==> config.mk <==
export PLATFORM = sky130hd
export DESIGN_NAME = axis_pattern_source
export DESIGN_NICKNAME = d
export VERILOG_FILES = /design/src/rtl/axis_gen_pkg.sv /design/src/rtl/axis_pattern_gen.sv /design/src/rtl/axis_pattern_source.sv
export SDC_FILE = /design/constraint.sdc
export NUM_CORES = 1
export LEC_CHECK = 0
export BUFFER_PORTS_ARGS = -buffer_cell sky130_fd_sc_hd__buf_4
export CAP_MARGIN = 30
export CORE_MARGIN = 5
export CORE_UTILIZATION = 57
export CTS_CLUSTER_SIZE = 40
export DETAILED_ROUTE_END_ITERATION = 10
export PLACE_DENSITY = 0.78
export SYNTH_ARGS = -nofsm -noshare
export SYNTH_HDL_FRONTEND = slang
export SYNTH_SLANG_ARGS = --single-unit
==> constraint.sdc <==
create_clock -name clk -period 3.38 [get_ports clk]
set_input_delay 0.169 -clock clk [delete_from_list [all_inputs] [get_ports clk]]
set_output_delay 0.169 -clock clk [all_outputs]
set_load 0.02 [all_outputs]
==> src/rtl/axis_gen_pkg.sv <==
`default_nettype none
// ============================================================================
//  Module      : axis_gen_pkg
//  Description : Shared types, constants and the LFSR step function for the
//                AXI4-Stream pattern source.
//  Contents    : state_t      - run-control FSM states
//                mode_t       - pattern selector (counter / Galois LFSR)
//                DEFAULT_POLY - x^32+x^22+x^2+x+1 feedback mask
//                lfsr_next()  - one Galois LFSR step (data widths up to 64)
//  Revision    : 1.0 - initial release
// ============================================================================
package axis_gen_pkg;

    typedef enum logic [1:0] {
        IDLE = 2'd0,
        RUN  = 2'd1,
        DONE = 2'd2
    } state_t;

    typedef enum logic {
        MODE_CNT  = 1'b0,
        MODE_LFSR = 1'b1
    } mode_t;

    localparam logic [31:0] DEFAULT_POLY = 32'h8020_0003;

    // Widest pattern supported by lfsr_next; narrower callers zero-extend.
    localparam int LFSR_MAX_W = 64;

    // Galois right-shift step: feedback applied when the bit shifted out is 1.
    function automatic logic [LFSR_MAX_W-1:0] lfsr_next(
        input logic [LFSR_MAX_W-1:0] x,
        input logic [LFSR_MAX_W-1:0] poly
    );
        return (x >> 1) ^ (x[0] ? poly : {LFSR_MAX_W{1'b0}});
    endfunction

endpackage
`default_nettype wire

==> src/rtl/axis_pattern_gen.sv <==
`default_nettype none
// ============================================================================
//  Module      : axis_pattern_gen
//  Description : Pattern register for the stream source. Loads a seed and
//                steps either as a wrapping counter or a Galois LFSR.
//  Ports       : clk       - clock
//                resetn    - asynchronous active-low reset
//                i_load    - load seed and mode (takes priority over advance)
//                i_seed    - first pattern value
//                i_mode    - 0 = counter, 1 = LFSR
//                i_advance - step to the next pattern value
//                o_cur     - current pattern value
//  Revision    : 1.0 - initial release
// ============================================================================
module axis_pattern_gen
    import axis_gen_pkg::*;
#(
    parameter int          DATA_W    = 32,
    parameter logic [31:0] LFSR_POLY = DEFAULT_POLY
) (
    input  logic              clk,
    input  logic              resetn,
    input  logic              i_load,
    input  logic [DATA_W-1:0] i_seed,
    input  logic              i_mode,
    input  logic              i_advance,
    output logic [DATA_W-1:0] o_cur
);

    // Feedback mask trimmed (or zero-extended) to the pattern width.
    localparam logic [DATA_W-1:0] c_POLY = DATA_W'(LFSR_POLY);
    localparam logic [DATA_W-1:0] c_ONE  = {{(DATA_W-1){1'b0}}, 1'b1};

    mode_t             r_mode;
    logic [DATA_W-1:0] r_cur;
    logic [DATA_W-1:0] w_lfsr;
    logic [DATA_W-1:0] w_load_val;

    assign w_lfsr = DATA_W'(lfsr_next(LFSR_MAX_W'(r_cur), LFSR_MAX_W'(c_POLY)));

    // An all-zero LFSR state never leaves zero, so a zero seed starts at 1.
    assign w_load_val = (i_mode && (i_seed == {DATA_W{1'b0}})) ? c_ONE : i_seed;

    always_ff @(posedge clk or negedge resetn) begin
        if (!resetn) begin
            r_mode <= MODE_CNT;
            r_cur  <= {DATA_W{1'b0}};
        end else if (i_load) begin
            r_mode <= mode_t'(i_mode);
            r_cur  <= w_load_val;
        end else if (i_advance) begin
            r_cur  <= (r_mode == MODE_LFSR) ? w_lfsr : (r_cur + c_ONE);
        end
    end

    assign o_cur = r_cur;

endmodule
`default_nettype wire

==> src/rtl/axis_pattern_source.sv <==
`default_nettype none
// ============================================================================
//  Module      : axis_pattern_source
//  Description : Programmable AXI4-Stream stimulus source. Emits COUNT beats
//                of a counter or LFSR pattern, honours backpressure, and can
//                invert bit 0 of one selected beat.
//  Ports       : clk, resetn           - clock, async active-low reset
//                start                 - run request, sampled only in IDLE
//                mode/seed/count       - run configuration, latched on start
//                inject_en/inject_idx  - beat corruption, latched on start
//                busy/done/beats_sent  - run status
//                out_valid/out_data    - AXI4-Stream master outputs
//                out_ready             - AXI4-Stream master input
//  Revision    : 1.0 - initial release
// ============================================================================
module axis_pattern_source
    import axis_gen_pkg::*;
#(
    parameter int          DATA_W    = 32,
    parameter logic [31:0] LFSR_POLY = DEFAULT_POLY
) (
    input  logic              clk,
    input  logic              resetn,
    input  logic              start,
    input  logic              mode,
    input  logic [DATA_W-1:0] seed,
    input  logic [31:0]       count,
    input  logic              inject_en,
    input  logic [31:0]       inject_idx,
    output logic              busy,
    output logic              done,
    output logic [31:0]       beats_sent,
    output logic              out_valid,
    output logic [DATA_W-1:0] out_data,
    input  logic              out_ready
);

    state_t            r_state;
    logic              r_valid;
    logic              r_busy;
    logic              r_done;
    logic [31:0]       r_beats;
    logic [31:0]       r_count;
    logic              r_inj_en;
    logic [31:0]       r_inj_idx;

    logic              w_accept;
    logic              w_xfer;
    logic              w_last;
    logic              w_advance;
    logic              w_inject;
    logic [DATA_W-1:0] w_cur;

    assign w_accept  = (r_state == IDLE) && start;
    assign w_xfer    = r_valid && out_ready;
    assign w_last    = ((r_beats + 32'd1) == r_count);
    // The pattern only moves after a completed transfer, so data is held
    // stable for as long as the sink stalls.
    assign w_advance = (r_state == RUN) && w_xfer && !w_last;

    // r_beats is the index of the beat currently on the bus.
    assign w_inject  = r_valid && r_inj_en && (r_beats == r_inj_idx);

    axis_pattern_gen #(
        .DATA_W    (DATA_W),
        .LFSR_POLY (LFSR_POLY)
    ) u_gen (
        .clk       (clk),
        .resetn    (resetn),
        .i_load    (w_accept),
        .i_seed    (seed),
        .i_mode    (mode),
        .i_advance (w_advance),
        .o_cur     (w_cur)
    );

    always_ff @(posedge clk or negedge resetn) begin
        if (!resetn) begin
            r_state   <= IDLE;
            r_valid   <= 1'b0;
            r_busy    <= 1'b0;
            r_done    <= 1'b0;
            r_beats   <= 32'd0;
            r_count   <= 32'd0;
            r_inj_en  <= 1'b0;
            r_inj_idx <= 32'd0;
        end else begin
            case (r_state)
                IDLE: begin
                    r_done <= 1'b0;
                    if (start) begin
                        r_count   <= count;
                        r_inj_en  <= inject_en;
                        r_inj_idx <= inject_idx;
                        r_beats   <= 32'd0;
                        r_busy    <= 1'b1;
                        // An empty run spends one busy cycle in RUN with
                        // valid low, then finishes; valid is never raised.
                        r_valid   <= (count != 32'd0);
                        r_state   <= RUN;
                    end
                end
                RUN: begin
                    if (!r_valid) begin
                        r_busy  <= 1'b0;
                        r_done  <= 1'b1;
                        r_state <= DONE;
                    end else if (w_xfer) begin
                        r_beats <= r_beats + 32'd1;
                        if (w_last) begin
                            r_valid <= 1'b0;
                            r_busy  <= 1'b0;
                            r_done  <= 1'b1;
                            r_state <= DONE;
                        end
                    end
                end
                DONE: begin
                    r_done  <= 1'b0;
                    r_state <= IDLE;
                end
                default: begin
                    r_valid <= 1'b0;
                    r_busy  <= 1'b0;
                    r_done  <= 1'b0;
                    r_state <= IDLE;
                end
            endcase
        end
    end

    assign busy       = r_busy;
    assign done       = r_done;
    assign beats_sent = r_beats;
    assign out_valid  = r_valid;
    assign out_data   = w_cur ^ {{(DATA_W-1){1'b0}}, w_inject};

endmodule
`default_nettype wire
# Word level (Yosys, flattened, before mapping)
# Cells that the tools add are included.
# totals
register_bits,135
in_bits,102
elab_cells,71
# op_classes
add_sub_neg,2
eq_ne,9
n_mux,28
n_bitwise,3
n_reduce_logical,19
# ops
operator,count
$mux W32,8
$add A32 B1 Y32 const B,2
$eq A32 B32 Y1,2
$pmux W32 S2,1
$logic_not A32 Y1,1
$reduce_bool A32 Y1,1
$xor A31 B32 Y32,1
$xor A32 B1 Y32,1
$mux W1,12
$mux W2,4
$reduce_and A4 Y1,2
$logic_and A1 B1 Y1,7
$ne A2 B2 Y1 const B,3
$ne A3 B3 Y1 const B,2
$pmux W1 S3,2
$reduce_and A2 Y1,3
$pmux W2 S2,1
$reduce_bool A2 Y1,2
$reduce_and A3 Y1,1
$eq A2 B1 Y1 const B,1
$eq A2 B2 Y1 const B,1
$logic_not A2 Y1,1
$logic_not A1 Y1,1
$not A1 Y1,1

# Logic depth before layout (Yosys ltp)
# Gate-level depths: netlist of run 1.
# depth
depth_word,6
ltp_mapped,12
ltp_nobuf,9

# Hierarchy
# From an unflattened synthesis of run 1, not the netlist that was laid out.
# hier_totals
hier_cells,1060
area_unflattened_um2,8578.2
# by_module_without_submodules
module,n_inst,cells_each,area_per_inst_um2
axis_pattern_source,1,719,5949.5
axis_pattern_gen,1,341,2628.8

# Worst setup path before layout of run 1
# Ideal clock, no wire load.
# synth_path
kind,register -> register
start,"reg r_beats[1], in the netlist beats_sent[1]"
end,"reg u_gen.r_cur[0], in the netlist u_gen.o_cur[0]"
arrival_ns,2.811
path_slack_ns,0.443
path_stages_with_launch,12
path_cell_list,dfrtp_1 ha_1 nand3_4 buf_4 o21a_1 a2111oi_0 nand4b_1 nor4_4 and3b_1 buf_6 nor3_1 a311o_1
# synth_between
elab_chain_cells,5
# synth_rtl
element,line_no,source
start: declaration,axis_pattern_source.sv:42,logic [31:0] r_beats;
start signal: assignment,axis_pattern_source.sv:109,r_beats <= r_beats + 32'd1;
$add A32 B1 Y32,axis_pattern_source.sv:56,assign w_last = ((r_beats + 32'd1) == r_count);
$eq A32 B32 Y1,axis_pattern_source.sv:56,
$logic_not A1 Y1,axis_pattern_source.sv:59,assign w_advance = (r_state == RUN) && w_xfer && !w_last;
$logic_and A1 B1 Y1,axis_pattern_source.sv:59,
$reduce_bool A2 Y1 (no source line),n/a,
end signal: assignment,axis_pattern_gen.sv:47,r_cur <= {DATA_W{1'b0}};
end signal: assignment,axis_pattern_gen.sv:50,r_cur <= w_load_val;
end signal: assignment,axis_pattern_gen.sv:52,r_cur <= (r_mode == MODE_LFSR) ? w_lfsr : (r_cur + c_ONE);
end: declaration,axis_pattern_gen.sv:35,logic [DATA_W-1:0] r_cur;
# Every way passes these cells.
# A chain may end at the register's enable or synchronous reset.

# Worst setup path after layout of run 1
# layout_path
start,"reg r_beats[1], in the netlist beats_sent[1]"
end,"reg u_gen.r_cur[23], in the netlist u_gen.o_cur[23]"
# Same word-level chain as after synthesis.

==> results.yml, run 1 <==
global_route:
  grt_first_pass_wirelength_mm: 48.6
  grt_pass1_vias: 9061
  antenna_found_initial: 0
  grt.overflow.total: 0
  gr-usage-all-layers_pct: 33.3
  pin_count_of_the_biggest_net_entering_global_routing: 90
clocking:
  clk_path_buf_depth: 2
  tritoncts: "yes"
  numClockSinks: 135
  clockRootBuffer: "clkbuf_16"
  clock_buffers_created_by_tritoncts: 17
  htree_num_levels: 4
  clk_latency_ps: 430
  clock_slew_at_the_register_clock_pins_of_the_worst_setup_and_hold_paths_ps: 60
yosys:
  count_of_distinct_cell_types_in_the_synthesized_netlist: 77
  synthAdderAreaFrac_pct: 0.273
  count_of_state_elements_after_synthesis: 135
  syn-cell-area_mm2: 0.00916
  leading_register_cell_type_out_of_synthesis: "dfrtp_1"
  portion_of_netlist_area_occupied_by_mux_cells_pct: 0.779
  seq_area_frac_synth_pct: 36.9
  synth_xor_xnor_area_share_pct: 8.90
  synth_enable_flop_cells: 0
  synth-async-reset-ratio_pct: 100
  synth_cells: 1112
  synth-simple-area-share_pct: 28.6
  synth_top_family_by_area: "simple AND/OR/NAND/NOR gates"
  syn_nets: 1216
  syn_avg_cell_area_um2: 8.23
  synth_compound_area_share_pct: 17.0
  yosysWarningCount: 0
power_and_ir_drop:
  p_int_mw: 5.17
  power.switching_fraction_pct: 42.7
  power.total_mw: 9.02
  cell_leakage_power_nw: 5.43
  power.net_switching_mw: 3.85
  pwr-share-seq_pct: 33.9
  p_comb_share_pct: 44.1
  power_per_cell_area_mw_per_mm2: 765
  clockPowerShare_pct: 22.0
  worst_ir_drop_vdd_mv: 0.401
worst_setup_path:
  timing.critical_path.from_type: "flop"
  timing.critical_path.slowest_cell_delay_ps: 480
  setup.worst_path.end_class: "flop"
  critPathKind: "reg -> reg"
  crit_fanout: 15
  timing.critical_path.arrival_ps: 3520
  critical_path_buf_inv_count: 0
  worst_path_dominant_cell_family: "compound AO/OA/AOI/OAI gates"
  crit_path_cell_trace: "ha_2 > nand3_4 > o21a_1 > a2111oi_0 > nand4b_1 > nor4_4 > and3b_1 > o21ai_4 > o221a_2"
  worst_ep_required_time_ps: 3690
  cp_slowest_cell: "dfrtp_1"
status:
  result_of_the_run: "finished, final reports clean"
drt:
  drt_pre_antenna_iters: 5
  routed_via_density: 6.16
  route.detailed.drc: 0
  routed_len_inst_um: 20.1
  drt-total-wl_mm: 30.7
  detailroute.via_count: 9409
  detail_route_antenna_nets: 0
  drt_iter0_drc: 948
timing:
  fin_skew_ps: 8.42
  finalHoldViolCount: 0
  worstMarginPinSlew_ps: 876
  finalSetupTns_ps: 0
  timing.final.crit_period_ps: 3210
  fmaxAchievable_ghz: 0.311
  final_number_of_setup_violating_endpoints: 0
  grt_setup_unrepaired: "no"
  timing.final.crit_share_pct: 95.1
  maxSlewHeadroom_pct: 41.6
  drv_slew: 0
layout:
  syn_to_final_growth_pct: 28.8
  final_cell_area_mm2: 0.0118
  total_number_of_nets_in_the_final_design: 1401
  fill_cells: 1161
  proportion_of_layout_cells_with_a_drive_suffix_above_1_pct: 21.5
  multi_input_comb_area_mm2: 0.00514
  ff_latch_area_mm2: 0.00338
place:
  dp_hpwl_mm: 20.7
  routabilityCongestion: 1.05
  io_buffer_count: 168
  area_after_detailed_placement_mm2: 0.0104
die:
  die_h_um: 137
  rows: 46
  design.core.area_mm2: 0.0158
  io_pins: 169
  initial_utilization_pct: 57.8
  floorplan.die.width_um: 137
  dieArea_mm2: 0.0187
hold_path:
  holdCritPathClass: "in -> reg"
flow_run:
  max_cap_viols: 0
[registers in the layout, summed over array words and instances, names as in the netlist]
register      flops
beats_sent       32
r_count          32
r_inj_idx        32
u_gen.o_cur      32
r_state           2
busy              1
done              1
out_valid         1
r_inj_en          1
u_gen.r_mode      1
[area by class of cell]
type                    instances  share of cell area [%]
well taps                     216                    2.29
inverters                      12                   0.382
flip-flops and latches        135                    28.7
multi-input cells             849                    43.6
repair buffers                282                    19.7
clock buffers                  21                    4.08
clock inverters                11                    1.23
diodes                          1                  0.0212
[worst paths after layout]
| kind | startpoint | to | slack [ps] | cells past startpoint |
|---|---|---|---|---|
| worst max register to register | beats_sent[1]$_DFFE_PN0P_ | u_gen.o_cur[23]$_DFFE_PN0P_ | 170 | 9 |
| worst min register to register | done$_DFFE_PN0P_ | done$_DFFE_PN0P_ | 490 | 1 |
| worst max-delay path | beats_sent[1]$_DFFE_PN0P_ | u_gen.o_cur[23]$_DFFE_PN0P_ | 170 | 9 |
| min in group asynchronous | resetn | r_count[7]$_DFFE_PN0P_ | 410 | 2 |
| worst min-delay path | seed[12] | u_gen.o_cur[12]$_DFFE_PN0P_ | 10 | 3 |
| max in group asynchronous | resetn | r_count[18]$_DFFE_PN0P_ | 2200 | 3 |
[cells in the mapped netlist, types with 4 or more instances]
library cell	instances	area, um^2
buf_1	9	33.8
or3_1	5	31.3
o221a_2	8	90.1
nor2_1	62	233
buf_6	5	56.3
nand3_1	24	120
nand2_1	271	1020
a31oi_1	13	81.3
buf_2	13	65.1
inv_1	11	41.3
nor2b_1	6	37.5
xor2_1	47	412
nor3_1	18	90.1
and4_1	12	105
o21ai_0	63	315
nor4_1	27	169
buf_4	42	315
o311ai_1	4	35.0
a21oi_1	29	145
nand2b_1	4	25.0
and2_1	10	62.6
mux2i_1	6	60.1
clkbuf_1	47	176
o21a_1	13	97.6
and3_1	13	81.3
a211oi_1	7	52.6
xnor2_1	46	403
nor4_4	5	106
o31ai_1	21	158
or4_1	4	30.0
dfrtp_1	135	3380
nand4_1	32	200
a2bb2oi_1	10	87.6
o211ai_1	13	97.6
[per-layer routing]
layer  track usage [%]  share of wire, %
met1              43.7                40
met2              54.8                48
met3              7.10               8.7
met4              11.2               3.2
met5                 0                 0
[through the flow]
step	hold WS, ps	worst slack [ps]	utilization, %	cells
2_1_floorplan	-127	443	-	1112
3_3_place_gp	305	176	65.5	1418
3_5_place_dp	315	70.0	65.5	1418
4_1_cts	2.07	67.5	74.2	1526
5_1_grt	25.6	30.1	74.5	1526
6_report	14.8	167	74.5	1527
[tightest hold or removal path, cell delays in order]
cell	delay, ps
buf_4	110
nand2_1	50
a2bb2oi_1	60
[kinds of logic (layout without fill, tap and decap cells)]
kind of cell,count (synthesis),after routing
buffers and inverters,128,326
AO/OA/AOI/OAI,226,226
other,0,1
flip-flops,135,135
multiplexers,7,7
XOR/XNOR,93,93
adder cells (fa/ha/maj),2,2
AND/OR/NAND/NOR,521,521
[power by group through the flow]
stage | clock network [mW] | logic (mW) | registers [mW]
after floorplan | 0 | 3.01 | 2.77
after global placement | 0 | 3.71 | 3.02
after detailed placement | 0 | 3.79 | 3.04
after CTS | 1.99 | 3.90 | 3.03
after global routing | 2.06 | 4.32 | 3.13
final | 1.99 | 3.97 | 3.06
[what timing repair did]
item,in CTS,in global routing
endpoints found under the hold margin,163,0
endpoints found under the setup margin,0,28
resized for setup,0,8
setup buffers,0,0
hold buffers,76,0
[cell usage in the layout, fill, tap and decap left out, drive strengths merged, types with 4 or more instances in the layout]
cell type      n
o221a          8
o311ai         6
a2bb2oi       10
clkinv         5
o31ai         21
buf          206
and4          12
nand2        272
xor2          47
nand2b         4
and2          11
xnor2         46
nor4          34
dfrtp        135
a31oi         13
or3            5
dlygate4sd3   76
o21a          14
or4            5
inv           12
o21ai         67
nand4         37
clkbuf        21
a21oi         29
and3          13
nor3          18
nand3         26
a211oi         9
nor2b          6
o211ai        13
nor2          62
mux2i          6
Power figures use the tool's default switching activity.
==> inputs of run 2 (changes only) <==
--- a/config.mk
+++ b/config.mk
@@ -12,6 +12,7 @@
 export CTS_CLUSTER_SIZE = 40
 export DETAILED_ROUTE_END_ITERATION = 10
 export PLACE_DENSITY = 0.78
+export RECOVER_POWER = 25
 export SYNTH_ARGS = -nofsm -noshare
 export SYNTH_HDL_FRONTEND = slang
 export SYNTH_SLANG_ARGS = --single-unit
==> results.yml, run 2 (synthesized netlist as in run 1, its figures left out) <==
status:
  result_of_the_run: "finished, violations left"
  failed_checks: "capacitance limit, slew limit"
layout:
  proportion_of_layout_cells_with_a_drive_suffix_above_1_pct: 21.3
  final_cells: 1526
  highest_count_cells_in_the_layout_ignoring_fill_and_taps: "nand2_1, buf_4, dfrtp_1"
  final_core_util_pct: 74.4
  total_number_of_nets_in_the_final_design: 1401
  fill_cells: 1163
  ff_latch_area_mm2: 0.00338
  layout.cells.most_common: "nand2_1"
  syn_to_final_growth_pct: 28.6
  num_antenna_cells: 0
  multi_input_comb_area_mm2: 0.00514
place:
  routabilityCongestion: 1.05
  io_buffer_count: 168
  dp_worst_setup_slack_ps: 70.0
  number_of_placed_instances_taps_included: 1418
  dp_hpwl_mm: 20.7
worst_setup_path:
  worst_ep_required_time_ps: 3690
  timing.critical_path.from_type: "flop"
  timing.critical_path.slowest_cell_delay_ps: 480
  crit_fanout: 15
  critical_path_buf_inv_count: 0
  critical_path_depth: 9
  timing.critical_path.arrival_ps: 3530
  setup.worst_path.end_class: "flop"
  worst_path_dominant_cell_family: "compound AO/OA/AOI/OAI gates"
  r2r_cells: 9
  worstSetupStartpoint: "beats_sent[1]$_DFFE_PN0P_"
  cp_slowest_cell: "dfrtp_1"
  critPathKind: "reg -> reg"
  crit_path_cell_trace: "ha_2 > nand3_4 > o21a_1 > a2111oi_0 > nand4b_1 > nor4_4 > and3b_1 > o21ai_4 > o221a_2"
  r2r_start: "beats_sent[1]$_DFFE_PN0P_"
timing:
  fmaxAchievable_ghz: 0.311
  timing.hold.ws_ps: 14.3
  finalHoldViolCount: 0
  finalSetupTns_ps: 0
  timing.final.crit_period_ps: 3220
  final_number_of_setup_violating_endpoints: 0
  timing.final.crit_share_pct: 95.2
  fin_skew_ps: 8.21
  grt_setup_unrepaired: "no"
  maxSlewHeadroom_pct: -58.3
  worst_slack_ps: 164
  drv_slew: 89
  worstMarginPinSlew_ps: 2370
die:
  rows: 46
  floorplan.die.width_um: 137
  design.core.area_mm2: 0.0158
  die_h_um: 137
  io_pins: 169
  dieArea_mm2: 0.0187
  initial_utilization_pct: 57.8
global_route:
  grt.overflow.total: 0
  grt_pass1_vias: 9061
  antenna_found_initial: 0
  gr-usage-all-layers_pct: 33.3
  pin_count_of_the_biggest_net_entering_global_routing: 90
  grt_first_pass_wirelength_mm: 48.6
drt:
  drt_pre_antenna_iters: 5
  routed_len_inst_um: 20.1
  routed_via_density: 6.17
  wl_met2_mm: 14.7
  drt-total-wl_mm: 30.7
  drt_iter0_drc: 948
  detailroute.via_count: 9413
  drt-met1-wl_mm: 12.4
  met3_length_mm: 2.70
  detail_route_antenna_nets: 0
  dr.max_layer_used: "met4"
  route.detailed.drc: 0
flow_run:
  max_cap_viols: 1
hold_path:
  hold_depth: 3
  worstHoldStart: "seed[12]"
  holdCritPathClass: "in -> reg"
power_and_ir_drop:
  power_per_cell_area_mw_per_mm2: 765
  worst_ir_drop_vdd_mv: 0.402
  cell_leakage_power_nw: 5.42
clocking:
  clock_slew_at_the_register_clock_pins_of_the_worst_setup_and_hold_paths_ps: 60
  clk_latency_ps: 430
  htree_num_levels: 4
  clk_path_buf_depth: 2
  clock_buffers_created_by_tritoncts: 17
  numClockSinks: 135
  clockRootBuffer: "clkbuf_16"
  tritoncts: "yes"
## run 2: cell count changes in the layout (fill, tap and decap cells not counted)
cell	previous run	this run
buf_4	204	202
buf_6	1	0
clkbuf_1	0	2
clkbuf_2	0	1
diode_2	1	0
## run 2: stage by stage
step                      area, um^2  power (mW)
after CTS                      11700        8.92
after floorplan                 9160        5.78
after global routing           11800        9.51
final                          11800        9.00
after global placement         10400        6.73
after detailed placement       10400        6.83
## run 2: power breakdown
part	internal, mW	switching, mW	total (mW)
Clock	1.24	0.746	1.98
Sequential	2.24	0.818	3.06
Combinational	1.68	2.28	3.96
Total	5.16	3.84	9.00
## run 2: final timing paths
path,to,slack (ps)
min in group asynchronous,r_count[7]$_DFFE_PN0P_,1010
setup / recovery,u_gen.o_cur[23]$_DFFE_PN0P_,160
hold reg to reg,done$_DFFE_PN0P_,490
hold / removal,u_gen.o_cur[12]$_DFFE_PN0P_,10
setup reg to reg,u_gen.o_cur[23]$_DFFE_PN0P_,160
max in group asynchronous,beats_sent[6]$_DFFE_PN0P_,830
## run 2: worst reg2reg max path, delay by kind of cell (launching register included)
family	cells	cell delay, ps
AO/OA/AOI/OAI	4	1210
adder cells (fa/ha/maj)	1	290
flip-flops	1	480
AND/OR/NAND/NOR	4	1120
## run 2: per-layer routing
layer,up-vias,global-route usage (%)
met1,4532,43.7
met4,0,11.2
met3,79,7.10
li1,4288,-
met2,514,54.8
met5,-,0
## run 2: what timing repair did
action | in CTS | in global routing
setup endpoints to repair | 0 | 28
gates resized for setup | 0 | 8
hold buffers | 76 | 0
buffers inserted | 0 | 0
hold endpoints to repair | 163 | 0
## run 2: layout make-up
type / count / share of cell area [%]
sequential: 135 / 28.7
tap: 216 / 2.30
timing repair buffer: 282 / 19.6
multi-input combinational: 849 / 43.7
clock buffer: 21 / 4.08
inverter: 12 / 0.383
clock inverter: 11 / 1.23
==> inputs of run 3 (changes only) <==
--- a/config.mk
+++ b/config.mk
@@ -7,12 +7,15 @@
 export LEC_CHECK = 0
 export BUFFER_PORTS_ARGS = -buffer_cell sky130_fd_sc_hd__buf_4
 export CAP_MARGIN = 30
+export CELL_PAD_IN_SITES_DETAIL_PLACEMENT = 0
+export CELL_PAD_IN_SITES_GLOBAL_PLACEMENT = 1
 export CORE_MARGIN = 5
-export CORE_UTILIZATION = 57
+export CORE_UTILIZATION = 41
 export CTS_CLUSTER_SIZE = 40
 export DETAILED_ROUTE_END_ITERATION = 10
-export PLACE_DENSITY = 0.78
+export PLACE_DENSITY = 0.77
 export RECOVER_POWER = 25
 export SYNTH_ARGS = -nofsm -noshare
 export SYNTH_HDL_FRONTEND = slang
+export SYNTH_HIERARCHICAL = 1
 export SYNTH_SLANG_ARGS = --single-unit
==> results.yml, run 3 <==
global_route:
  grtUsageMet2_pct: 44.6
  grt_pass1_vias: 9055
  antenna_found_initial: 0
  busiest_layer: "met2"
  met1_track_usage_gr_pct: 34.2
  gr-usage-all-layers_pct: 26.3
  pin_count_of_the_biggest_net_entering_global_routing: 111
  groute.layer.met3.usage_pct: 4.64
  grt.overflow.total: 0
  grt_first_pass_wirelength_mm: 49.7
clocking:
  tritoncts: "yes"
  clk_path_buf_depth: 2
  numClockSinks: 135
  clockRootBuffer: "clkbuf_16"
  htree_num_levels: 4
  clk_latency_ps: 430
  clock_slew_at_the_register_clock_pins_of_the_worst_setup_and_hold_paths_ps: 70
  clock_buffers_created_by_tritoncts: 17
timing:
  worstMarginPinSlew_ps: 1980
  fin_skew_ps: 14.9
  drv_slew: 77
  maxSlewHeadroom_pct: -32.1
  timing.final.crit_share_pct: 102
  worst_slack_ps: -54.1
  final_number_of_setup_violating_endpoints: 9
  grt_setup_unrepaired: "yes"
  finalSetupTns_ps: -299
  finalHoldViolCount: 0
  timing.final.crit_period_ps: 3430
  fmaxAchievable_ghz: 0.291
  timing.hold.ws_ps: 24.8
drt:
  drt-total-wl_mm: 31.5
  drt_iter0_drc: 619
  route.detailed.drc: 0
  drt_pre_antenna_iters: 5
  detailroute.via_count: 9073
  routed_len_inst_um: 19.2
  routed_via_density: 5.53
  detail_route_antenna_nets: 0
worst_setup_path:
  critical_path.reg2reg.endpoint: "u_gen/o_cur[14]$_DFFE_PN0P_"
  timing.critical_path.slowest_cell_delay_ps: 580
  crit_fanout: 5
  crit_path_cell_trace: "nand3_4 > or4_4 > or4_4 > xnor2_2 > nor2_1 > nand4_2 > nor4_4 > nor2_4 > buf_12 > buf_4 > a31o_2 > o21ai_2 > a21oi_2 > a21oi_1"
  worstSetupStartpoint: "beats_sent[3]$_DFFE_PN0P_"
  most_numerous_cell_on_the_critical_path: "or4_4"
  setup.worst_path.end_class: "flop"
  endpoint: "u_gen/o_cur[14]$_DFFE_PN0P_"
  setup.reg_to_reg.worst_slack_ps: -50
  worst_ep_required_time_ps: 3720
  timing.critical_path.arrival_ps: 3770
  cp_slowest_cell: "or4_4"
  critPathKind: "reg -> reg"
  timing.critical_path.from_type: "flop"
  r2r_cells: 14
  r2r_start: "beats_sent[3]$_DFFE_PN0P_"
power_and_ir_drop:
  worst_ir_drop_vdd_mv: 0.477
  pwr-share-seq_pct: 33.0
  power_per_cell_area_mw_per_mm2: 729
  power.switching_fraction_pct: 42.5
  power.net_switching_mw: 3.80
  power.total_mw: 8.96
  p_int_mw: 5.15
  clockPowerShare_pct: 22.4
  p_comb_share_pct: 44.6
  cell_leakage_power_nw: 5.68
yosys:
  synth_enable_flop_cells: 0
  synth_commonest_cells: "nand2_1, dfrtp_1, o21ai_0"
  synth_cells: 1060
  netlist.area_leader.share_pct: 39.4
  count_of_distinct_cell_types_in_the_synthesized_netlist: 73
  syn_avg_cell_area_um2: 8.09
  leading_register_cell_type_out_of_synthesis: "dfrtp_1"
  synthTopCellsByArea: "dfrtp_1, nand2_1, xnor2_1, o21ai_0, xor2_1"
  synth-async-reset-ratio_pct: 100
  syn_nets: 1164
  seq_area_frac_synth_pct: 39.4
  yosys.area.top_type: "dfrtp_1"
  yosysWarningCount: 6
  yosysMostFrequentCell: "nand2_1"
  count_of_state_elements_after_synthesis: 135
  syn-cell-area_mm2: 0.00858
place:
  dp_hpwl_mm: 22.7
  number_of_placed_instances_taps_included: 1534
  dp_worst_setup_slack_ps: -132
  routabilityCongestion: 0.923
  io_buffer_count: 168
hold_path:
  holdCritPathClass: "in -> reg"
layout:
  final_cells: 1642
  syn_to_final_growth_pct: 43.2
  highest_count_cells_in_the_layout_ignoring_fill_and_taps: "nand2_1, buf_4, dfrtp_1"
  total_number_of_nets_in_the_final_design: 1459
  layout.cells.most_common: "nand2_1"
  num_antenna_cells: 0
  proportion_of_layout_cells_with_a_drive_suffix_above_1_pct: 28.0
die:
  initial_utilization_pct: 41.2
  io_pins: 169
  rows: 53
  die_h_um: 155
  dieArea_mm2: 0.0239
  design.core.area_mm2: 0.0208
  floorplan.die.width_um: 155
status:
  failed_checks: "capacitance limit, slew limit, setup timing"
  result_of_the_run: "finished, violations left"
flow_run:
  max_cap_viols: 1
[run 3: changes by cell type after synthesis, moves of 11 or more]
| cell | change |
|---|---|
| inv_1 | +14 |
| o21ai_0 | +12 |
| buf_4 | -35 |
| a21oi_1 | +26 |
| o31ai_1 | -11 |
| nand3_1 | +12 |
| clkbuf_1 | -13 |
[run 3: worst max-delay path, delay by kind of cell, from the launching register on]
kind,cells,cell delay (ps)
flops,1,420
compound gates,4,500
simple gates,7,2000
buf+inv,2,280
xor+xnor,1,150
[run 3: through the flow]
| step | instance area [um^2] | utilization (%) |
|---|---|---|
| 2_1_floorplan | 8670 | - |
| 5_1_grt | 12300 | 59.0 |
| 6_report | 12300 | 59.0 |
| 3_5_place_dp | 10700 | 51.3 |
| 4_1_cts | 12100 | 58.1 |
| 3_3_place_gp | 10700 | 51.3 |
[run 3: area by class of cell]
class	instances	area, um^2
fill	1937	8540
clock inverter	12	175
sequential	135	3400
tap	275	344
inverter	26	98.8
timing repair buffer	348	2870
multi-input combinational	827	4950
clock buffer	19	453
[run 3: cell families (layout without fill, tap and decap cells)]
family | count (synthesis) | count (layout) | share of synthesized area (%)
simple gates | 512 | 512 | 29.1
compound gates | 223 | 223 | 16.8
flops | 135 | 135 | 39.4
buf+inv | 98 | 405 | 5.19
xor+xnor | 85 | 85 | 8.68
mux | 4 | 4 | 0.467
fa+ha+maj | 3 | 3 | 0.408
[run 3: power by group through the flow]
stage	sequential, mW	combinational [mW]	clock [mW]
5_1_grt	3.04	4.40	2.11
3_5_place_dp	2.96	3.74	0
2_1_floorplan	2.94	2.34	0
6_report	2.95	3.99	2.01
3_3_place_gp	2.96	3.69	0
4_1_cts	2.94	3.85	2.04
[run 3: timing repair]
action,CTS,global route
cloned,0,1
endpoints found under the hold margin,144,0
pin swaps,4,17
endpoints found under the setup margin,14,31
buffers inserted,3,1
resized for setup,4,47
hold buffers,72,0
[run 3: layer usage]
metal	part of all wire, %	vias to the layer above
met5	0	-
met4	3.1	0
met3	5.8	64
met2	49	339
met1	42	4377
li1	-	4293
[run 3: worst min-delay path by stage]
stage | slack, ps | to | start | cells past startpoint
after floorplan | -130 | beats_sent[0]$_DFFE_PN0P_ | resetn | 0
after global placement | 260 | r_inj_idx[10]$_DFFE_PN0P_ | resetn | 1
after detailed placement | 250 | r_inj_idx[10]$_DFFE_PN0P_ | resetn | 1
after CTS | 10 | u_gen/o_cur[1]$_DFFE_PN0P_ | seed[1] | 3
after global routing | 20 | u_gen/o_cur[1]$_DFFE_PN0P_ | seed[1] | 3
final | 20 | u_gen/o_cur[21]$_DFFE_PN0P_ | seed[21] | 3
